File: src/rtl/gpu_net_tx_arbiter_if.sv
// rtl/gpu_net_tx_arbiter_if.sv - requester and NI handshake bundle for gpu_net_tx_arbiter
//
// Purpose: groups the per-requester flit handshake and the NI TX handshake
// into one bundle so the arbiter and its surroundings connect through a
// single port.
//
// Signals:
//   req_valid     [NUM_REQ]         per-requester flit valid
//   req_data      [NUM_REQ*FLIT_W]  requester k flit at [k*FLIT_W +: FLIT_W]
//   req_last      [NUM_REQ]         flit closes its packet
//   req_ready     [NUM_REQ]         flit accepted this cycle (one-hot or zero)
//   net_data_out  [FLIT_W]          registered flit to NI
//   net_valid_out                   registered flit valid to NI
//   net_ready_in                    NI accepts flit
//
// Modports:
//   master - requester/NI side (drives requests and NI ready)
//   slave  - arbiter side
interface gpu_net_tx_arbiter_if #(
  parameter int NUM_REQ = 4,
  parameter int FLIT_W  = 16
) ();

  logic [NUM_REQ-1:0]        req_valid;
  logic [NUM_REQ*FLIT_W-1:0] req_data;
  logic [NUM_REQ-1:0]        req_last;
  logic [NUM_REQ-1:0]        req_ready;
  logic [FLIT_W-1:0]         net_data_out;
  logic                      net_valid_out;
  logic                      net_ready_in;

  modport master (
    output req_valid,
    output req_data,
    output req_last,
    output net_ready_in,
    input  req_ready,
    input  net_data_out,
    input  net_valid_out
  );

  modport slave (
    input  req_valid,
    input  req_data,
    input  req_last,
    input  net_ready_in,
    output req_ready,
    output net_data_out,
    output net_valid_out
  );

endinterface

File: src/rtl/gpu_net_tx_arbiter.sv
// rtl/gpu_net_tx_arbiter.sv - round-robin arbiter sharing one NI TX port between requesters
//
// Purpose: shares the GPU's single network-interface TX port between NUM_REQ
// requesters. Plain round-robin between packets; a packet lock keeps a
// multi-flit packet contiguous until its last flit, or until the owner has
// been idle for LOCK_TIMEOUT cycles. One registered stage drives the NI.
//
// Parameters:
//   NUM_REQ       number of requesters (2..8)
//   FLIT_W        flit width, flit = {dest_gpu[5:0], payload[9:0]} at 16
//   LOCK_TIMEOUT  owner-idle cycles before a lock is force-released, 0 = never
//
// Ports:
//   ACLK              clock, rising edge
//   ARESET            synchronous active-high reset
//   bus               gpu_net_tx_arbiter_if.slave (requester + NI handshakes)
//   grant_id          requester owning the current or last grant
//   locked            packet lock held
//   err_lock_timeout  one-cycle pulse when a lock is force-released
//   stat_flits        NI handshake count       (ARB_STATS_EN only)
//   stat_stall        NI backpressure cycles   (ARB_STATS_EN only)
//
// Build option: define ARB_STATS_EN to add the stat_flits/stat_stall counters.
module gpu_net_tx_arbiter #(
  parameter int NUM_REQ      = 4,
  parameter int FLIT_W       = 16,
  parameter int LOCK_TIMEOUT = 16
) (
  input  logic                    ACLK,
  input  logic                    ARESET,
  gpu_net_tx_arbiter_if.slave     bus,
  output logic [2:0]              grant_id,
  output logic                    locked,
  output logic                    err_lock_timeout
`ifdef ARB_STATS_EN
  ,
  output logic [31:0]             stat_flits,
  output logic [31:0]             stat_stall
`endif
);

  typedef enum logic {
    ST_IDLE = 1'b0,
    ST_LOCK = 1'b1
  } state_t;

  localparam logic [3:0]  NREQ    = 4'(NUM_REQ);
  localparam bit          TO_EN   = (LOCK_TIMEOUT > 0);
  // Counter value seen on the last idle cycle before the forced release.
  localparam logic [15:0] TO_LAST = TO_EN ? 16'(LOCK_TIMEOUT - 1) : 16'd0;

  // Registered state
  state_t             state_q,   state_d;
  logic [2:0]         rr_ptr_q,  rr_ptr_d;
  logic [2:0]         lock_id_q, lock_id_d;
  logic [2:0]         grant_q,   grant_d;
  logic [15:0]        to_cnt_q,  to_cnt_d;
  logic [FLIT_W-1:0]  data_q,    data_d;
  logic               valid_q,   valid_d;
  logic               err_q,     err_d;

  // Arbitration signals
  logic [7:0]         valid_ext;
  logic [7:0]         last_ext;
  logic               win_found;
  logic [2:0]         win_id;
  logic [3:0]         idx;
  logic               can_load;
  logic               lock_valid;
  logic               acc_req;
  logic [2:0]         acc_id;
  logic               acc_last;
  logic [FLIT_W-1:0]  acc_data;
  logic               accept;

  function automatic logic [2:0] wrap_inc(input logic [2:0] k);
    logic [3:0] sum;
    sum = {1'b0, k} + 4'd1;
    if (sum >= NREQ) begin
      sum = 4'd0;
    end
    return sum[2:0];
  endfunction

  // Zero-extend the request vectors to 8 bits so a 3-bit id can index them
  // for every legal NUM_REQ.
  always_comb begin
    valid_ext              = '0;
    last_ext               = '0;
    valid_ext[NUM_REQ-1:0] = bus.req_valid;
    last_ext[NUM_REQ-1:0]  = bus.req_last;
  end

  // Round-robin search starting at rr_ptr; the first valid index wins.
  always_comb begin
    win_found = 1'b0;
    win_id    = 3'd0;
    idx       = 4'd0;
    for (int i = 0; i < NUM_REQ; i++) begin
      idx = {1'b0, rr_ptr_q} + 4'(i);
      if (idx >= NREQ) begin
        idx = idx - NREQ;
      end
      if (!win_found && valid_ext[idx[2:0]]) begin
        win_found = 1'b1;
        win_id    = idx[2:0];
      end
    end
  end

  // Candidate selection: in LOCK only the lock owner may proceed.
  always_comb begin
    can_load   = !valid_q || bus.net_ready_in;
    lock_valid = valid_ext[lock_id_q];
    if (state_q == ST_LOCK) begin
      acc_req = lock_valid;
      acc_id  = lock_id_q;
    end else begin
      acc_req = win_found;
      acc_id  = win_id;
    end
    accept   = acc_req && can_load && !ARESET;
    acc_last = last_ext[acc_id];
    acc_data = '0;
    for (int k = 0; k < NUM_REQ; k++) begin
      if (acc_id == 3'(k)) begin
        acc_data = bus.req_data[k*FLIT_W +: FLIT_W];
      end
    end
  end

  always_comb begin
    bus.req_ready = '0;
    for (int k = 0; k < NUM_REQ; k++) begin
      bus.req_ready[k] = accept && (acc_id == 3'(k));
    end
  end

  // Next-state logic
  always_comb begin
    state_d   = state_q;
    rr_ptr_d  = rr_ptr_q;
    lock_id_d = lock_id_q;
    grant_d   = grant_q;
    to_cnt_d  = to_cnt_q;
    data_d    = data_q;
    valid_d   = valid_q;
    err_d     = 1'b0;

    // Output stage drains on an NI handshake; a same-cycle accept refills it.
    if (valid_q && bus.net_ready_in) begin
      valid_d = 1'b0;
    end

    if (accept) begin
      data_d   = acc_data;
      valid_d  = 1'b1;
      grant_d  = acc_id;
      to_cnt_d = 16'd0;
      if (acc_last) begin
        state_d  = ST_IDLE;
        rr_ptr_d = wrap_inc(acc_id);
      end else begin
        state_d   = ST_LOCK;
        lock_id_d = acc_id;
      end
    end else if (TO_EN && (state_q == ST_LOCK) && !lock_valid) begin
      // Only owner-idle cycles count; an owner stalled by NI backpressure
      // keeps lock_valid high and leaves the counter alone.
      if (to_cnt_q == TO_LAST) begin
        state_d  = ST_IDLE;
        rr_ptr_d = wrap_inc(lock_id_q);
        to_cnt_d = 16'd0;
        err_d    = 1'b1;
      end else begin
        to_cnt_d = to_cnt_q + 16'd1;
      end
    end
  end

  always_ff @(posedge ACLK) begin
    if (ARESET) begin
      state_q   <= ST_IDLE;
      rr_ptr_q  <= 3'd0;
      lock_id_q <= 3'd0;
      grant_q   <= 3'd0;
      to_cnt_q  <= 16'd0;
      data_q    <= '0;
      valid_q   <= 1'b0;
      err_q     <= 1'b0;
    end else begin
      state_q   <= state_d;
      rr_ptr_q  <= rr_ptr_d;
      lock_id_q <= lock_id_d;
      grant_q   <= grant_d;
      to_cnt_q  <= to_cnt_d;
      data_q    <= data_d;
      valid_q   <= valid_d;
      err_q     <= err_d;
    end
  end

  assign bus.net_data_out  = data_q;
  assign bus.net_valid_out = valid_q;
  assign grant_id          = grant_q;
  assign locked            = (state_q == ST_LOCK);
  assign err_lock_timeout  = err_q;

`ifdef ARB_STATS_EN
  logic [31:0] stat_flits_q;
  logic [31:0] stat_stall_q;

  always_ff @(posedge ACLK) begin
    if (ARESET) begin
      stat_flits_q <= 32'd0;
      stat_stall_q <= 32'd0;
    end else begin
      if (valid_q && bus.net_ready_in) begin
        stat_flits_q <= stat_flits_q + 32'd1;
      end
      if (valid_q && !bus.net_ready_in) begin
        stat_stall_q <= stat_stall_q + 32'd1;
      end
    end
  end

  assign stat_flits = stat_flits_q;
  assign stat_stall = stat_stall_q;
`endif

endmodule

File: src/flat_wrapper.sv
// flat-port wrapper written by rule: the top's interface ports become plain ports
module gpu_net_tx_arbiter_flat 
#(
  parameter int NUM_REQ      = 4,
  parameter int FLIT_W       = 16,
  parameter int LOCK_TIMEOUT = 16
)
  (ACLK, ARESET, grant_id, locked, err_lock_timeout, bus_req_valid, bus_req_data, bus_req_last, bus_net_ready_in, bus_req_ready, bus_net_data_out, bus_net_valid_out);
  gpu_net_tx_arbiter_if #(.NUM_REQ(NUM_REQ), .FLIT_W(FLIT_W)) bus_i ();
  input  logic ACLK;
  input  logic ARESET;
  output logic [2:0] grant_id;
  output logic locked;
  output logic err_lock_timeout;
  input wire logic [$bits(bus_i.req_valid)-1:0] bus_req_valid;
  input wire logic [$bits(bus_i.req_data)-1:0] bus_req_data;
  input wire logic [$bits(bus_i.req_last)-1:0] bus_req_last;
  input wire logic [$bits(bus_i.net_ready_in)-1:0] bus_net_ready_in;
  output wire logic [$bits(bus_i.req_ready)-1:0] bus_req_ready;
  output wire logic [$bits(bus_i.net_data_out)-1:0] bus_net_data_out;
  output wire logic [$bits(bus_i.net_valid_out)-1:0] bus_net_valid_out;
  assign bus_i.req_valid = bus_req_valid;
  assign bus_i.req_data = bus_req_data;
  assign bus_i.req_last = bus_req_last;
  assign bus_i.net_ready_in = bus_net_ready_in;
  assign bus_req_ready = bus_i.req_ready;
  assign bus_net_data_out = bus_i.net_data_out;
  assign bus_net_valid_out = bus_i.net_valid_out;
  gpu_net_tx_arbiter #(.NUM_REQ(NUM_REQ), .FLIT_W(FLIT_W), .LOCK_TIMEOUT(LOCK_TIMEOUT)) u_core (.ACLK(ACLK), .ARESET(ARESET), .bus(bus_i), .grant_id(grant_id), .locked(locked), .err_lock_timeout(err_lock_timeout));
endmodule
File: config.mk
export PLATFORM = sky130hd
export DESIGN_NAME = gpu_net_tx_arbiter_flat
export DESIGN_NICKNAME = d
export VERILOG_FILES = /design/src/rtl/gpu_net_tx_arbiter_if.sv /design/src/rtl/gpu_net_tx_arbiter.sv /design/src/flat_wrapper.sv
export SDC_FILE = /design/constraint.sdc
export NUM_CORES = 1
export LEC_CHECK = 0
export ABC_AREA = 1
export CAP_MARGIN = 20
export CORE_ASPECT_RATIO = 1.75
export CORE_MARGIN = 8
export CORE_UTILIZATION = 40
export DETAILED_ROUTE_END_ITERATION = 8
export PLACE_DENSITY_LB_ADDON = 0.1
export SYNTH_ARGS = -nofsm -noshare
export SYNTH_HDL_FRONTEND = slang
export SYNTH_SLANG_ARGS = --single-unit
File: constraint.sdc
create_clock -name ACLK -period 4.4 [get_ports ACLK]
set_clock_uncertainty 0.15 [all_clocks]
set_input_delay 0.88 -clock ACLK [delete_from_list [all_inputs] [get_ports ACLK]]
set_output_delay 0.88 -clock ACLK [all_outputs]
set_load 0.02 [all_outputs]
* After elaboration in Yosys (flattened, before gate mapping)
Cells that the tools add are included.
** Word-level totals
- Flip-flop bits (word level) :: 44
- Input bits :: 75
- Word-level logic and storage cells :: 108
** Cells by class
- Add/subtract/negate cells :: 10
- $lt $le $gt $ge :: 12
- Equal/unequal tests :: 5
- Muxes and demuxes :: 44
- Bitwise gates (word level) :: 2
- Reduce and logical (&&, ||, !) cells :: 27
** Operator list (count)
- $mux W16 :: 5
- $mux W3 :: 15
- $lt A3 B4 Y1 const B :: 6
- $ge A4 B3 Y1 const B :: 5
- $bmux W1 S3 :: 6
- $mux W1 :: 18
- $add A16 B1 Y16 const B :: 1
- $eq A16 B4 Y1 const B :: 1
- $add A3 B1 Y4 const B :: 3
- $sub A3 B3 Y3 const B :: 4
- $logic_and A1 B1 Y1 :: 11
- $add A3 B2 Y4 const B :: 2
- $eq A3 B2 Y1 const B :: 2
- $logic_not A1 Y1 :: 6
- $reduce_bool A2 Y1 :: 3
- $reduce_and A2 Y1 :: 2
- $eq A3 B1 Y1 const B :: 1
- $ge A3 B3 Y1 const B :: 1
- $logic_not A3 Y1 :: 1
- $reduce_and A3 Y1 :: 1
- $reduce_or A3 Y1 :: 1
- $ne A2 B1 Y1 const B :: 1
- $not A1 Y1 :: 2
- $reduce_or A2 Y1 :: 1
- $logic_or A1 B1 Y1 :: 1

* Depth between registers and ports, before layout
- Depth in word-level cells :: 20
- Gate-level depth with buffers :: 23

* Least setup slack after synthesis
Ideal clock, no wire load.
- Path kind :: input-to-output
- From :: input port bus_req_valid[2]
- To :: output port bus_req_ready[3]
- Arrival time :: 2.767 ns
- Data required time :: 3.370 ns
- Slack :: 0.603 ns
- Stages :: 14
- Path buffers :: 1
- Cells stage by stage :: inv_1 nand2_2 nand3_1 nand2_2 nor3_1 nand3_1 nand2_1 nand2_1 nand2_1 ha_1 ha_1 clkinv_1 buf_2 nor2_1
** RTL lines
- from (decl) :: line flat_wrapper.sv:15 : input wire logic [$bits(bus_i.req_valid)-1:0] bus_req_valid;
- $bmux W1 S3 :: line gpu_net_tx_arbiter.sv:104 : if (!win_found && valid_ext[idx[2:0]]) begin
- $mux W1 (not written as such) :: line gpu_net_tx_arbiter.sv:104
- $mux W1 :: line gpu_net_tx_arbiter.sv:104
- $logic_not A1 Y1 :: line gpu_net_tx_arbiter.sv:104
- $logic_and A1 B1 Y1 :: line gpu_net_tx_arbiter.sv:104
- $mux W1 :: line gpu_net_tx_arbiter.sv:104
- $logic_not A1 Y1 :: line gpu_net_tx_arbiter.sv:104
- $logic_and A1 B1 Y1 :: line gpu_net_tx_arbiter.sv:104
- $mux W1 :: line gpu_net_tx_arbiter.sv:104
- $logic_not A1 Y1 :: line gpu_net_tx_arbiter.sv:104
- $logic_and A1 B1 Y1 :: line gpu_net_tx_arbiter.sv:104
- $mux W3 * :: line gpu_net_tx_arbiter.sv:104
- $mux W3 * :: line gpu_net_tx_arbiter.sv:115 : if (state_q == ST_LOCK) begin
- via u_core.acc_id[1] :: line gpu_net_tx_arbiter.sv:71 : logic [2:0] acc_id;
- $eq A3 B2 Y1 * :: line gpu_net_tx_arbiter.sv:135 : bus.req_ready[k] = accept && (acc_id == 3'(k));
- $logic_and A1 B1 Y1 * :: line gpu_net_tx_arbiter.sv:135
- to (decl) :: line flat_wrapper.sv:19 : output wire logic [$bits(bus_i.req_ready)-1:0] bus_req_ready;
Mark *: on every way through the listed nets, which the timed path passes. The rest lies on a longest branch. The select of a mux whose other input is x is not followed.

* Worst setup path in the final report
- From :: input port bus_req_valid[3]
- To :: output port bus_req_ready[3]
Same word-level chain as after synthesis.

==> reports/summary.txt <==
Fin. Hold Viols -> 0
CTS tree -> yes
Final Worst Setup Slack -> 0.215 ns
sw power -> 1.39 mW
PwrDens -> 682 nW/µm²
worst vdd ir -> 0.505 mV
share of power burned in registers -> 18.7%
row count -> 41
Synth Instances -> 449
core box area -> 7180 µm²
Vias/cell -> 5.02
Root Driver -> clkbuf_16
Tcrit/Tclk final -> 95.1%
average cell area after synthesis -> 6.59 µm²
Sw Ratio -> 48.1%
Initial Util -> 41.2%
Total GRT Usage -> 16.5%
H-tree depth -> 2
reg2reg end -> u_core.bus.net_data_out[15]$_SDFFE_PP0N_
clk_lat worst skew -> 0.29 ns
Slew headroom -> 68.6%
RR Startpoint -> u_core.rr_ptr_q[1]$_SDFFE_PP0P_
CTS clk-pin slew, worst paths -> 0.06 ns
GPL Wtd Cong -> 0.908
hold depth -> 2
Synth Register Bits -> 44
FILL cells -> 711
maximum achievable frequency -> 239 MHz
Post-CTS Setup Inserts -> 0
number of vias in the routed layout -> 3221
CP peak stage delay -> 0.53 ns
Area Overhead vs Synth -> 43.2%
Mapped Area -> 2960 µm²
Worst Reg2Reg Path Length in Cells -> 21
commonest non-fill, non-tap cell in the layout -> nand2_1
most frequent cells in the layout -> nand2_1, clkdlybuf4s50_1, nand3_1, inv_1, dfxtp_1
top-area cell type share of the netlist area -> 29.8%
top_reg_cell synth -> dfxtp_1
hold endpoint -> u_core.grant_id[2]$_SDFFE_PP0N_
clock sinks -> 44
Comb pwr share -> 68.1%
DPL Wire Length -> 7090 µm
Post-route DRC -> 0
violation count after the first detailed-route iteration -> 122
CP endpoint kind -> output pin
CP Launch Type -> input pin
Initial DRT Pass Iterations -> 4
syn_nets -> 533
grt ovf -> 0
Num CTS Buffers -> 5
clock buffer depth -> 2
vias in the first global route -> 3257
Critical Path Fanout Max -> 5
hold_sp -> u_core.grant_id[2]$_SDFFE_PP0N_
post-route setup TNS -> 0 ns
Synth area leaders -> dfxtp_1, nand2_1, nand3_1, inv_1, nor2_1
die width -> 81.0 µm
Post-DRT Antenna Nets -> 0
largest net degree at the start of global routing -> 33
Hold Crit Class -> reg -> reg
Async S/R FF share, synth -> 0%
die area -> 10500 µm²
setup violation total in the final timing report -> 0
Util after Layout -> 59.0%
outcome -> finished, final reports clean
Diodes inserted -> 0
Pins Over Slew Limit -> 0
first-pass GRT wire length -> 14000 µm
hold slack final -> 0.276 ns
number of flops mapped to enable cells by yosys -> 0
sequential area share after synthesis -> 29.8%
Arrival @ worst endpoint -> 3.15 ns
final std cell area, no fill -> 4240 µm²
DP Area -> 4080 µm²
maxcap violations -> 0
I/O Pins -> 101
RSZ-0062 raised after global routing -> no
Ys Warns -> 0
crit path kind -> in -> out
IO buf count -> 100
Final Critical Period -> 4.18 ns
fin nets -> 639
critical path data required time -> 3.37 ns
Die Ht -> 130 µm
share of layout cells above drive strength 1 -> 10.8%
slack of the worst reg-to-reg path -> 1.01 ns
CTS hold repair buffers -> 0
Worst path slowest cell -> clkdlybuf4s50_1
Yosys top cell by area -> dfxtp_1
Worst-Margin Slew -> 0.470 ns
Clock power frac -> 13.2%
cell-internal power -> 1.50 mW
WL final -> 8460 µm
pre-CTS WS -> -0.0612 ns
crit path cell chain -> clkdlybuf4s50_1, inv_1, nand2_1, nand3_1, nand2_2, inv_2, nand3_2, nor2_4, nor2_2, nand2_4, nand2_4, ha_1, ha_1, clkinv_1, nor2_1, clkdlybuf4s15_1
leakage power total -> 1.77 nW
WL per Instance -> 13.2 µm
initial antenna violation count -> 0
Netlist cell types -> 41
-- synth_stat cells (2+ instances only) --
library cell,instances
buf_2,5
nor2_2,2
nor3_2,2
nand3_1,52
nor4_1,2
dfxtp_1,44
nand2_1,109
nand2_4,3
inv_1,44
nand4_1,8
clkbuf_1,6
nand3_2,4
xor2_1,6
o211ai_1,4
a21oi_2,5
o21ai_0,24
nor3b_1,4
o21a_1,4
clkinv_1,2
a31oi_1,5
a21oi_1,18
nor2_1,38
ha_1,9
o211ai_2,5
nor3_1,10
inv_2,4
o21ai_1,9
nand2_2,7
buf_6,2
-- how the worst max path moves through the flow --
stage                     startpoint               end  slack (ns)  depth (start not counted)
floorplan           bus_req_valid[2]  bus_req_ready[3]        0.60                         14
global placement    bus_req_valid[3]  bus_req_ready[3]       -0.01                         16
detailed placement  bus_req_valid[3]  bus_req_ready[3]       -0.06                         16
CTS                 bus_req_valid[3]  bus_req_ready[1]        0.04                         15
global route        bus_req_valid[3]  bus_req_ready[3]       0.004                         16
finish              bus_req_valid[3]  bus_req_ready[3]        0.22                         16
-- cell families (layout without fill, tap and decap cells) --
logic type               after synthesis  in the layout  synth area share, %
AO/OA/AOI/OAI                         76             76                 15.9
XOR/XNOR                               6              6                 1.78
adder cells (fa/ha/maj)                9              9                 3.81
buffers and inverters                 69            176                 10.3
flip-flops                            44             44                 29.8
AND/OR/NAND/NOR                      245            245                 38.5
-- what timing repair did --
action | 4_1_cts | 5_1_grt
endpoints found under the setup margin | 3 | 2
hold endpoints to repair | 0 | 0
resized for setup | 3 | 2
-- worst max-delay path: cells and delay by family --
family                   cells  cell delay [ns]
AND/OR/NAND/NOR              9             0.84
buffers and inverters        5             1.06
adder cells (fa/ha/maj)      2             0.36
-- routing by layer --
metal | track usage [%] | vias up | share of wire (%)
li1 | - | 1690 | -
met1 | 15.7 | 1406 | 37
met2 | 29.6 | 111 | 52
met3 | 6.54 | 14 | 8.8
met4 | 7.83 | 0 | 2.5
met5 | 0 | - | 0
-- power by group through the flow --
stage	Clock [mW]	Combinational (mW)	Sequential, mW
floorplan	0	1.34	0.602
global placement	0	1.97	0.544
detailed placement	0	1.99	0.548
CTS	0.391	1.99	0.541
global route	0.410	2.22	0.552
finish	0.383	1.97	0.540
-- layout make-up --
cell class | instances | area (µm²) | share of cell area, %
repair buffers | 115 | 1110 | 26.3
well taps | 86 | 108 | 2.54
inverters | 53 | 208 | 4.90
multi-input cells | 336 | 1770 | 41.8
clock inverters | 2 | 15.0 | 0.354
clock buffers | 6 | 139 | 3.28
flip-flops and latches | 44 | 881 | 20.8
-- sequential cells by signal, summed over array words and instances, names as in the netlist --
register,cells
u_core.bus.net_data_out,16
u_core.to_cnt_q,16
u_core.grant_id,3
u_core.lock_id_q,3
u_core.rr_ptr_q,3
u_core.bus.net_valid_out,1
u_core.err_lock_timeout,1
u_core.locked,1
-- metrics by stage --
step                cells  power (mW)
finish                642        2.89
global route          642        3.18
CTS                   642        2.92
detailed placement    634        2.54
global placement      634        2.51
floorplan             449        1.94
Note: power is estimated with default switching activity, not from simulation.
